**config.mk**
```make
export PLATFORM = sky130hd
export DESIGN_NAME = controle_jogo_timeout
export DESIGN_NICKNAME = d
export VERILOG_FILES = /design/src/rtl/controle_jogo_timeout_pkg.sv /design/src/rtl/controle_jogo_timeout_contador.sv /design/src/rtl/controle_jogo_timeout.sv
export SDC_FILE = /design/constraint.sdc
export NUM_CORES = 1
export LEC_CHECK = 0
export ABC_AREA = 1
export BUFFER_PORTS_ARGS = -buffer_cell sky130_fd_sc_hd__buf_2
export CORE_ASPECT_RATIO = 0.75
export CORE_MARGIN = 3
export CORE_UTILIZATION = 30
export DETAILED_ROUTE_END_ITERATION = 12
export PLACE_DENSITY = 0.55
export SYNTH_ARGS = -nofsm -noshare
export SYNTH_HDL_FRONTEND = slang
export SYNTH_HIERARCHICAL = 1
export SYNTH_SLANG_ARGS = --single-unit
```
**constraint.sdc**
```tcl
create_clock -name clock -period 2.5 [get_ports clock]
set_input_delay 0.25 -clock clock [delete_from_list [all_inputs] [get_ports clock]]
set_output_delay 0.25 -clock clock [all_outputs]
set_load 0.005 [all_outputs]
```
**src/rtl/controle_jogo_timeout_pkg.sv**
```systemverilog
// controle_jogo_timeout_pkg: state codes shared with the hex decoder and the default play timeout.
package controle_jogo_timeout_pkg;
    localparam int TIMEOUT_CICLOS_PADRAO = 3000;
    typedef enum logic [3:0] {
        inicial        = 4'h0,
        preparacao     = 4'h1,
        inicio_rodada  = 4'h2,
        espera_jogada  = 4'h3,
        registra       = 4'h4,
        comparacao     = 4'h5,
        proxima_jogada = 4'h6,
        proxima_rodada = 4'h7,
        fim_acerto     = 4'hA,
        fim_timeout    = 4'hD,
        fim_erro       = 4'hE
    } estado_t;
endpackage

```
**src/rtl/controle_jogo_timeout_contador.sv**
```systemverilog
// contador_timeout: saturating play timer; fim flags the last allowed cycle of a wait.
module contador_timeout #(
    parameter int TIMEOUT_CICLOS = 3000,
    parameter int W_TIMEOUT = 12
) (
    input  logic clock,
    input  logic reset,
    input  logic zera_i,
    input  logic conta_i,
    output logic fim_o
);
    logic [W_TIMEOUT-1:0] cont_q, cont_d;
    assign fim_o = cont_q == W_TIMEOUT'(TIMEOUT_CICLOS - 1);
    always_comb cont_d = zera_i ? '0 : (conta_i && !fim_o) ? cont_q + 1'b1 : cont_q;
    always_ff @(posedge clock or posedge reset)
        if (reset) cont_q <= '0;
        else cont_q <= cont_d;
endmodule

```
**src/rtl/controle_jogo_timeout.sv**
```systemverilog
// controle_jogo_timeout: Moore control unit sequencing the memory-game datapath, with per-play timeout.
module controle_jogo_timeout
    import controle_jogo_timeout_pkg::*;
#(
    parameter int TIMEOUT_CICLOS = TIMEOUT_CICLOS_PADRAO,
    parameter int W_TIMEOUT = 12
) (
    input  logic       clock,
    input  logic       reset,
    input  logic       iniciar,
    input  logic       jogada_feita,
    input  logic       jogada_igual,
    input  logic       fim_rodada,
    input  logic       fim_jogo,
    output logic       zera_E,
    output logic       conta_E,
    output logic       zera_L,
    output logic       conta_L,
    output logic       zera_R,
    output logic       registra_R,
    output logic       pronto,
    output logic       acertou,
    output logic       errou,
    output logic       timeout,
    output logic [3:0] db_estado
);
    estado_t estado_q, estado_d;
    logic fim_t;
    contador_timeout #(.TIMEOUT_CICLOS(TIMEOUT_CICLOS), .W_TIMEOUT(W_TIMEOUT)) u_timeout (
        .clock  (clock),
        .reset  (reset),
        .zera_i (estado_q != espera_jogada),
        .conta_i(estado_q == espera_jogada),
        .fim_o  (fim_t)
    );
    always_ff @(posedge clock or posedge reset)
        if (reset) estado_q <= inicial;
        else estado_q <= estado_d;
    // A play arriving on the terminal count takes priority over the timeout.
    always_comb begin
        estado_d = inicial;
        case (estado_q)
            inicial:        estado_d = iniciar ? preparacao : inicial;
            preparacao:     estado_d = inicio_rodada;
            inicio_rodada:  estado_d = espera_jogada;
            espera_jogada:  estado_d = jogada_feita ? registra : fim_t ? fim_timeout : espera_jogada;
            registra:       estado_d = comparacao;
            comparacao:     estado_d = !jogada_igual ? fim_erro : !fim_rodada ? proxima_jogada :
                                       !fim_jogo ? proxima_rodada : fim_acerto;
            proxima_jogada: estado_d = espera_jogada;
            proxima_rodada: estado_d = inicio_rodada;
            fim_acerto, fim_erro, fim_timeout: estado_d = iniciar ? preparacao : estado_q;
            default:        estado_d = inicial;
        endcase
    end
    assign zera_E     = estado_q == preparacao || estado_q == inicio_rodada;
    assign conta_E    = estado_q == proxima_jogada;
    assign zera_L     = estado_q == preparacao;
    assign conta_L    = estado_q == proxima_rodada;
    assign zera_R     = estado_q == preparacao;
    assign registra_R = estado_q == registra;
    assign acertou    = estado_q == fim_acerto;
    assign errou      = estado_q == fim_erro;
    assign timeout    = estado_q == fim_timeout;
    assign pronto     = acertou || errou || timeout;
    assign db_estado  = estado_q;
endmodule

```
* Yosys cells after proc, flatten, opt, wreduce, memory -nomap -nowiden
Index checks and enable logic that the tools add are counted.
Storage, ports and cells: input port bits 7, word-level logic and storage cells 36, output and inout bits 14, bits in registers 16
Operators by class: add/sub/neg operators 1, mux-type cells 10, reduce and logical (&&, ||, !) cells 10, eq/ne operators 13
Operators by type and width (count):
- $pmux 4 s7 | 1
- $mux 12 | 2
- $mux 4 | 6
- $eq 4x3->1 const B | 4
- $add 12x1->12 const B | 1
- $eq 12x12->1 const B | 1
- $eq 4x4->1 const B | 3
- $eq 4x2->1 const B | 2
- $eq 4x1->1 const B | 1
- $logic_not 4->1 | 1
- $ne 4x2->1 const B | 1
- $reduce_or 2->1 | 2
- $logic_or 1x1->1 | 3
- $reduce_or 3->1 | 1
- $ne 2x2->1 const B | 1
- $reduce_bool 2->1 | 1
- $logic_and 1x1->1 | 1
- $logic_not 1->1 | 1
- $mux 1 | 1

* Logic depth before layout (Yosys ltp)
Gate-level depths: netlist of the first run.
word-level depth 5, gate-level depth with buffers 9, mapped depth without buffers 9

* Hierarchy
The synthesis of the first run kept the hierarchy.
By module, submodules not included:
- contador_timeout | instances 1, cells each 120, area each 833.3 um2
- controle_jogo_timeout | instances 1, cells each 68, area each 404.1 um2

* Worst setup path after synthesis of the first run
OpenSTA, ideal clock, no wires.
path type reg2reg, start register estado_q[3] (netlist: db_estado[3]), end register u_timeout.cont_q[9], path buffers 1, data arrival time 1491 ps, period minus slack after synthesis 1560 ps, library setup time 69 ps, stages on the path, launching flop included 9, setup slack 940 ps, path through dfrtp_1 -> nor2_1 -> inv_1 -> nor2_4 -> inv_1 -> inv_1 -> buf_1 -> nand2_1 -> nor2_2
Between the ends: cells in the longest elaborated chain, start to end 3, elaborated cells between the ends (all ways) 5
RTL lines:
- start: declaration | line controle_jogo_timeout.sv:27 | estado_t estado_q, estado_d;
- start signal: assignment | line controle_jogo_timeout.sv:37 | if (reset) estado_q <= inicial;
- start signal: assignment | line controle_jogo_timeout.sv:38 | else estado_q <= estado_d;
- $eq 4x2->1 | line controle_jogo_timeout.sv:33 | .conta_i(estado_q == espera_jogada),
- $logic_and 1x1->1 | line controle_jogo_timeout_contador.sv:14 | always_comb cont_d = zera_i ? '0 : (conta_i && !fim_o) ? cont_q + 1'b1 : cont_q;
- $reduce_bool 2->1 (no source line)
- end signal: assignment | line controle_jogo_timeout_contador.sv:17 | else cont_q <= cont_d;
- end: declaration | line controle_jogo_timeout_contador.sv:12 | logic [W_TIMEOUT-1:0] cont_q, cont_d;
Several ways; a longest one is shown, not always the timed one. A chain may end at the register's enable or synchronous reset.

* Worst setup path after layout of the first run
start register estado_q[2] (netlist: db_estado[2]), end register u_timeout.cont_q[8]
The elaborated chain is that of the path after synthesis.

==> impl_metrics.toml, run 1 <==
[outcome]
status = "completed"

[sta]
final.setup.worst_slack_ns = 0.7363
setup_viol_count_final = 0
timing.slew.headroom_pct = 70.01
final_cycle_utilization_of_the_critical_path_pct = 70.55
period_minus_slack_ns = 1.764
clock_skew_ns = 0.001961
rsz0062_at_grt = "false"
fmax_mhz = 567.0
report.final.hold_viol_count = 0
slew_violations = 0
worst_pin_slew_ns = 0.4493
fin_tns_setup_ns = 0

[yosys]
synth_top_cells_by_area = "sky130_fd_sc_hd__dfrtp_1 (32%), sky130_fd_sc_hd__nand2_1 (18%), sky130_fd_sc_hd__inv_1 (8.5%)"
postSynthCellCount = 188
yosys.area_share.simple_pct = 49.14
synth.yosys.seq_area_share_pct = 32.36
synth_compound_area_share_pct = 3.134
synth_area_per_cell_sq_um = 6.582
ys_types = 28
synthXorXnorAreaFrac_pct = 1.416
synth_warnings = 6
postSynthNetCount = 197
synth_top_area_share_pct = 32.36
largest_family_of_logic_cells_by_synthesized_area = "simple AND/OR/NAND/NOR gates"
synth_largest_area_cell = "sky130_fd_sc_hd__dfrtp_1"
number_of_synthesized_register_bits = 16
synth-adder-area-share_pct = 2.022
synth_area_sq_mm = 0.001237
muxShareOfSynthArea_pct = 0

[critical_path]
r2r.worst_path.cells = 9
cp_data_arrival_time_ns = 1.95
path_max_fanout = 12
cp_common_cell = "sky130_fd_sc_hd__inv_1"
worstSetupStartpointType = "flop"
cp_cell_sequence = "nor2_1 -> inv_1 -> nor2_4 -> inv_1 -> inv_1 -> nand2_4 -> clkinv_4 -> nand2_1 -> nand2_1"
timing.rr.end = "u_timeout/cont_q[8]"
worst-endpoint-required_ns = 2.68
crit-reg2reg-launch = "db_estado[2]"
worst_setup_path_end_kind = "flop"
critPathKind = "flop to flop"
rrSetupSlack_ns = 0.74
critPathMaxStageDelay_ns = 0.46
worst_path_max_delay_cell = "sky130_fd_sc_hd__dfrtp_1"

[global_routing]
first_global_vias = 967
grt_max_degree = 13
overflow_left_after_global_routing = 0
antenna_found_initial = 0
wire_length_of_the_first_global_routing_pass_mm = 4.650
global_routing_usage_summed_across_all_routing_layers_pct = 12.31

[finish]
final_net_count = 220
antenna_cells = 0
fin_cells = 262
synthToLayoutAreaGrowth_pct = 17.09
final.fill_count = 407
finish.instance_area_sq_mm = 0.001449
top_library_cells_by_usage_in_the_layout_fill_and_taps_aside = "sky130_fd_sc_hd__nand2_1 (59), sky130_fd_sc_hd__inv_1 (28), sky130_fd_sc_hd__nor2_1 (21)"
final_common_cell = "sky130_fd_sc_hd__nand2_1"
share_of_final_layout_standard_cells_stronger_than_drive_strength_1_pct = 20.48

[clocking]
tritoncts = "built"
clock_insertion_delay_worst_skew_ns = 0.25
cts_setup_buffers = 0
numCtsBuffers = 3
cts-htree-levels = 1
numClockSinks = 16
cts.path.max_buffers = 2
path_clk_slew_ns = 0.06
cts.root.buffer_cell = "sky130_fd_sc_hd__clkbuf_8"

[run]
drv.max_cap_violation_count = 0

[routing]
totalWireLength_mm = 2.777
post_drt_wl_per_cell_um = 10.60
via_count = 1185
drtAntennaViolNets = 0
first_pass_iters = 4
route.detailed.drc = 0
vias_per_cell = 4.523
detailedRoute.firstIterationViolations = 161

[floorplan]
pin_count = 21
core-area_sq_mm = 0.003804
floorplan.initialDensity_pct = 32.53
die-height_um = 61.62
design.die.area_sq_mm = 0.004939
row_count = 19
die-width_um = 80.16

[placement]
dpl_cell_area_sq_mm = 0.001384
post-place-cells = 257
gp_congestion = 0.8416
detailedPlacementHpwl_mm = 2.248
pre_cts_ws_ns = 0.7692
buffer_ports.inserted = 20

[hold_path]
hold-path-endpoint = "db_estado[2]"
worst_hold_path.num_cells = 4
worst_hold_startpoint = "fim_jogo"
holdCritPathClass = "primary input to flop"

[pwr]
power_density_mw_per_mm2 = 707.9
worst_ir_drop_vdd_mv = 0.2560
power_w = 0.001026
power.static_leakage_nw = 0.7956
[worst max path at each step]
stage                           end  slack [ns]          from  depth (start not counted)
6_report        u_timeout/cont_q[8]        0.74  db_estado[2]                          9
5_1_grt         u_timeout/cont_q[4]        0.58  db_estado[2]                          9
4_1_cts        u_timeout/cont_q[10]        0.75  db_estado[2]                          9
3_5_place_dp   u_timeout/cont_q[10]        0.77  db_estado[2]                          9
3_3_place_gp    u_timeout/cont_q[7]        0.81  db_estado[2]                          9
2_1_floorplan   u_timeout/cont_q[9]        0.94  db_estado[3]                          8
[per-stage QoR]
step,util (%),hold slack [ns]
2_1_floorplan,-,0.01608
3_3_place_gp,36.38,0.1520
3_5_place_dp,36.38,0.1486
4_1_cts,38.09,0.3134
5_1_grt,38.09,0.3584
6_report,38.09,0.3228
[synthesized netlist by cell type, drive strengths merged]
cell type and n:
a21oi 1, a31oi 1, buf 3, clkinv 2, dfrtp 16, ha 2, inv 31, nand2 65
nand3 17, nand3b 1, nand4 11, nor2 27, nor3 2, o211ai 1, o21ai 4, or2 2
xor2 2
[worst max-delay path, delay by kind of cell, from the launching register on]
family | cells | cell delay [ns]
buffers and inverters | 4 | 0.64
DFF | 1 | 0.46
and+or+nand+nor | 5 | 0.61
[repair_timing]
action,in CTS,in global routing
gates resized for setup,0,0
endpoints found under the hold margin,4,0
hold buffers,1,0
[where the power goes]
group | switching (W) | internal (W) | total (W)
Sequential | 0.0000521 | 0.000288 | 0.000340
Combinational | 0.000305 | 0.000153 | 0.000458
Clock | 0.0000880 | 0.000140 | 0.000228
[routing by layer]
metal  track usage, %  share of wire (%)  vias to the layer above
met1            19.61                 53                      514
li1                 -                  -                      633
met4            2.169               0.90                        0
met3            3.070                6.7                        4
met2            16.51                 40                       34
met5                0                  0                        -
[state kept, by name (all words and copies together), names as in the netlist]
register and count:
u_timeout/cont_q 12, db_estado 4
[cell type report]
class	count	area, sq um	area share (%)
multi-input cells	136	689.4	47.58
flip-flops and latches	16	400.4	27.63
inverters	33	128.9	8.895
repair buffers	21	110.1	7.599
well taps	52	65.06	4.490
clock buffers	4	55.05	3.800
[logic make-up (layout without fill, tap and decap cells)]
| group | count (synthesis) | count (layout) |
|---|---|---|
| AO/OA/AOI/OAI | 7 | 7 |
| XOR/XNOR | 2 | 2 |
| adder cells (fa/ha/maj) | 2 | 2 |
| buffers and inverters | 36 | 58 |
| flip-flops | 16 | 16 |
| AND/OR/NAND/NOR | 125 | 125 |
No activity file was read; power rests on OpenSTA's default activity.
==> run 2: changes to the inputs <==
==> constraint.sdc (replaced) <==
create_clock -name clock -period 1.75 [get_ports clock]
set_input_delay 0.175 -clock clock [delete_from_list [all_inputs] [get_ports clock]]
set_output_delay 0.175 -clock clock [all_outputs]
set_load 0.005 [all_outputs]
==> impl_metrics.toml, run 2 (synthesis results as in run 1) <==
[routing]
detailedRoute.firstIterationViolations = 84
post_drt_wl_per_cell_um = 11.24
totalWireLength_mm = 2.978
route.detailed.drc = 0
via_count = 1194
first_pass_iters = 4
vias_per_cell = 4.506
drtAntennaViolNets = 0

[finish]
share_of_final_layout_standard_cells_stronger_than_drive_strength_1_pct = 21.60
largest-register = "u_timeout/cont_q"
antenna_cells = 0
final_net_count = 223
top_library_cells_by_usage_in_the_layout_fill_and_taps_aside = "sky130_fd_sc_hd__nand2_1 (59), sky130_fd_sc_hd__inv_1 (28), sky130_fd_sc_hd__nor2_1 (21)"
synthToLayoutAreaGrowth_pct = 18.91
fin_cells = 265
largest_register_ffs = 12
final_common_cell = "sky130_fd_sc_hd__nand2_1"

[sta]
final_cycle_utilization_of_the_critical_path_pct = 89.07
worst_pin_slew_ns = 0.4941
setup_viol_count_final = 0
period_minus_slack_ns = 1.559
timing.slew.headroom_pct = 67.02
rsz0062_at_grt = "false"
fin_tns_setup_ns = 0
slew_violations = 0
report.final.hold_viol_count = 0
fmax_mhz = 641.5
clock_skew_ns = 0.001813

[floorplan]
design.die.area_sq_mm = 0.004939
row_count = 19
die-width_um = 80.16
floorplan.initialDensity_pct = 32.53
core-area_sq_mm = 0.003804
pin_count = 21
die-height_um = 61.62

[critical_path]
r2r.worst_path.cells = 8
rrSetupSlack_ns = 0.19
path_max_fanout = 9
worst_setup_path_end_kind = "flop"
cp_data_arrival_time_ns = 1.73
worst-endpoint-required_ns = 1.92
crit-reg2reg-launch = "db_estado[3]"
timing.rr.end = "u_timeout/cont_q[0]"
critPathKind = "flop to flop"
worstSetupStartpointType = "flop"

[hold_path]
holdCritPathClass = "primary input to flop"
worst_hold_path.num_cells = 4
hold-path-endpoint = "db_estado[2]"
worst_hold_startpoint = "fim_jogo"

[placement]
post-place-cells = 260
detailedPlacementHpwl_mm = 2.365
buffer_ports.inserted = 20
gp_congestion = 0.8474

[clocking]
numClockSinks = 16
cts-htree-levels = 1
numCtsBuffers = 3
cts_setup_buffers = 0
cts.root.buffer_cell = "sky130_fd_sc_hd__clkbuf_8"
cts.path.max_buffers = 2
path_clk_slew_ns = 0.07
tritoncts = "built"
clock_insertion_delay_worst_skew_ns = 0.25

[pwr]
power_density_mw_per_mm2 = 1041
worst_ir_drop_vdd_mv = 0.4261
power.static_leakage_nw = 0.8113

[global_routing]
antenna_found_initial = 0
global_routing_usage_summed_across_all_routing_layers_pct = 12.95
overflow_left_after_global_routing = 0
wire_length_of_the_first_global_routing_pass_mm = 4.926
first_global_vias = 1031
grt_max_degree = 13

[outcome]
status = "completed"

[run]
drv.max_cap_violation_count = 0
==> run 2: cell count changes in the layout (fill, tap and decap cells not counted), sizes merged <==
cell | previous run | this run
buf | 20 | 23
==> run 2: worst max path at each step <==
stage,startpoint,depth (start not counted),endpoint,slack (ns)
2_1_floorplan,db_estado[3],8,u_timeout/cont_q[9],0.19
3_5_place_dp,db_estado[3],8,u_timeout/cont_q[0],0.21
4_1_cts,db_estado[3],8,u_timeout/cont_q[0],0.19
5_1_grt,db_estado[3],8,u_timeout/cont_q[0],0.06
3_3_place_gp,db_estado[3],8,u_timeout/cont_q[0],0.26
6_report,db_estado[3],8,u_timeout/cont_q[0],0.19
==> run 2: report_power, final <==
part / total [W] / internal, W / leakage, nW / switching (W)
Clock: 0.000338 / 0.000200 / 0.0288 / 0.000138
Combinational: 0.000717 / 0.000255 / 0.564 / 0.000463
Sequential: 0.000476 / 0.000411 / 0.218 / 0.0000645
==> run 2: critical path, cell delays in order (launching register included) <==
cell and delay, ns:
sky130_fd_sc_hd__dfrtp_1 0.44, sky130_fd_sc_hd__nor2_1 0.21, sky130_fd_sc_hd__inv_1 0.12, sky130_fd_sc_hd__nor2_4 0.10, sky130_fd_sc_hd__inv_1 0.06, sky130_fd_sc_hd__inv_1 0.15, sky130_fd_sc_hd__buf_4 0.21, sky130_fd_sc_hd__nand3_1 0.08
sky130_fd_sc_hd__o21ai_1 0.11
==> run 2: layout make-up <==
| type | instances | area (sq um) |
|---|---|---|
| Fill cell | 416 | 2332 |
| Sequential cell | 16 | 400.4 |
| Tap cell | 52 | 65.06 |
| Clock buffer | 4 | 55.05 |
| Inverter | 33 | 128.9 |
| Timing Repair Buffer | 24 | 132.6 |
| Multi-Input combinational cell | 136 | 689.4 |
==> run 2: metrics by stage <==
stage          hold WS, ns  worst slack (ns)   power, W  util [%]  instance area (sq um)
3_5_place_dp       0.08440            0.2135   0.001203     36.97                   1406
5_1_grt             0.2801           0.05539   0.001642     38.68                   1471
4_1_cts             0.2560            0.1899   0.001545     38.68                   1471
3_3_place_gp       0.08564            0.2624   0.001214     36.97                   1406
2_1_floorplan     -0.05892            0.1899  0.0009496         -                   1237
6_report            0.2566            0.1912   0.001531     38.68                   1471
==> run 2: timing repair <==
action | CTS | global route
hold endpoints to repair | 16 | 0
gates resized for setup | 0 | 0
hold buffers | 1 | 0
==> run 2: per-layer routing <==
layer | global-route usage (%) | wire [um] | vias up
met5 | 0 | 0 | -
met4 | 2.169 | 9 | 0
met3 | 3.070 | 162 | 2
met2 | 18.04 | 1175 | 21
met1 | 20.25 | 1631 | 537
li1 | - | - | 634
==> run 3: changes to the inputs <==
--- a/config.mk
+++ b/config.mk
@@ -12,6 +12,7 @@
 export CORE_UTILIZATION = 30
 export DETAILED_ROUTE_END_ITERATION = 12
 export PLACE_DENSITY = 0.55
+export REMOVE_ABC_BUFFERS = 1
 export SYNTH_ARGS = -nofsm -noshare
 export SYNTH_HDL_FRONTEND = slang
 export SYNTH_HIERARCHICAL = 1
==> impl_metrics.toml, run 3 (synthesis results as in run 1) <==
[outcome]
status = "completed"

[critical_path]
rrSetupSlack_ns = 0.23
worstSetupStartpointType = "flop"
critPathMaxStageDelay_ns = 0.47
critPathKind = "flop to output pin"
r2r.worst_path.cells = 8
cpLargestDelayFamily = "flip-flops"
path_max_fanout = 5
timing.critical_path.depth = 5
worst_setup_path_end_kind = "output pin"
worst-endpoint-required_ns = 1.57
cp.buffers_inverters = 3
cp_cell_sequence = "inv_2 -> nor2_2 -> inv_1 -> nor2_1 -> buf_2"
cp_data_arrival_time_ns = 1.37
worst_path_max_delay_cell = "sky130_fd_sc_hd__dfrtp_1"

[clocking]
cts_setup_buffers = 0
numClockSinks = 16
path_clk_slew_ns = 0.07
cts.root.buffer_cell = "sky130_fd_sc_hd__clkbuf_8"
cts-htree-levels = 1
cts.path.max_buffers = 2
clock_insertion_delay_worst_skew_ns = 0.25
tritoncts = "built"
numCtsBuffers = 3

[routing]
drtAntennaViolNets = 0
route.detailed.drc = 0
detailedRoute.firstIterationViolations = 70
post_drt_wl_per_cell_um = 10.94
first_pass_iters = 4
totalWireLength_mm = 2.910
vias_per_cell = 4.492
via_count = 1195

[floorplan]
floorplan.initialDensity_pct = 32.53
core-area_sq_mm = 0.003804
pin_count = 21
die-height_um = 61.62
row_count = 19
die-width_um = 80.16
design.die.area_sq_mm = 0.004939

[placement]
detailedPlacementHpwl_mm = 2.337
gp_congestion = 0.8297
buffer_ports.inserted = 20

[global_routing]
antenna_found_initial = 0
grt_max_degree = 13
first_global_vias = 1081
global_routing_usage_summed_across_all_routing_layers_pct = 13.25
wire_length_of_the_first_global_routing_pass_mm = 5.002
overflow_left_after_global_routing = 0

[pwr]
power_w = 0.001528
cellInternalPower_w = 0.0008803
switching_pwr_w = 0.0006476
seqPwrFrac_pct = 29.8
power.static_leakage_nw = 0.8161
clockPowerShare_pct = 21.6
power_density_mw_per_mm2 = 1033
comb_power_share_pct = 48.6
switching_part_of_the_total_pct = 42.39
worst_ir_drop_vdd_mv = 0.3430

[finish]
top_library_cells_by_usage_in_the_layout_fill_and_taps_aside = "sky130_fd_sc_hd__nand2_1 (59), sky130_fd_sc_hd__inv_1 (28), sky130_fd_sc_hd__nor2_1 (21)"
largest-register = "u_timeout/cont_q"
synthToLayoutAreaGrowth_pct = 19.51
share_of_final_layout_standard_cells_stronger_than_drive_strength_1_pct = 21.96
final_common_cell = "sky130_fd_sc_hd__nand2_1"
final_net_count = 224
antenna_cells = 0
largest_register_ffs = 12

[sta]
slew_violations = 0
clock_skew_ns = 0.003952
fmax_mhz = 648.2
final_cycle_utilization_of_the_critical_path_pct = 88.15
report.final.hold_viol_count = 0
setup_viol_count_final = 0
timing.slew.headroom_pct = 66.82
period_minus_slack_ns = 1.543
worst_pin_slew_ns = 0.4971
fin_tns_setup_ns = 0
rsz0062_at_grt = "false"

[run]
drv.max_cap_violation_count = 0

[hold_path]
worst_hold_path.num_cells = 4
holdCritPathClass = "primary input to flop"
==> run 3: power groups by stage <==
stage | registers (W) | clock network (W) | logic, W
finish | 0.000456 | 0.000330 | 0.000742
global route | 0.000460 | 0.000367 | 0.000834
CTS | 0.000455 | 0.000350 | 0.000748
detailed placement | 0.000462 | 0 | 0.000744
global placement | 0.000461 | 0 | 0.000751
floorplan | 0.000476 | 0 | 0.000453
==> run 3: through the flow <==
stage               instances  hold WS [ns]  area, sq um  utilization [%]  setup WS, ns
floorplan                 185      -0.05892         1219                -        0.2663
global placement          261       0.09261         1414            37.17        0.2873
detailed placement        261       0.09311         1414            37.17        0.2405
CTS                       266        0.2498         1479            38.88        0.1915
global route              266        0.2668         1479            38.88       0.07620
finish                    266        0.2573         1479            38.88        0.2074
==> run 3: worst min-delay path, delay by kind of cell <==
kind	cells	cell delay, ns
AO/OA/AOI/OAI	1	0.07
buffers and inverters	1	0.09
AND/OR/NAND/NOR	2	0.14
==> run 3: path summary, 6_finish.rpt <==
| check | from | end |
|---|---|---|
| max in group asynchronous | reset | u_timeout/cont_q[8] |
| min in group asynchronous | reset | db_estado[2] |
| setup / recovery | db_estado[0] | zera_L |
| hold / removal | fim_jogo | db_estado[2] |
| hold reg to reg | u_timeout/cont_q[11] | u_timeout/cont_q[11] |
| setup reg to reg | db_estado[3] | u_timeout/cont_q[9] |
==> run 3: area by class of cell <==
type                    instances  area (sq um)
clock buffers                   4         55.05
inverters                      33         128.9
fillers                       424          2325
repair buffers                 25         140.1
well taps                      52         65.06
flip-flops and latches         16         400.4
multi-input cells             136         689.4
==> run 3: timing repair <==
action                                  in CTS  in global routing
resized for setup                            0                  0
endpoints found under the setup margin       0                  0
endpoints found under the hold margin       16                  0
hold buffers                                 1                  0
==> run 3: per-layer routing <==
layer / vias to the layer above / share of wire (%) / global-route usage (%)
li1: 633 / - / -
met1: 547 / 55 / 19.57
met2: 13 / 42 / 20.28
met3: 2 / 3.2 / 2.632
met4: 0 / 0.72 / 2.410
met5: - / 0 / 0
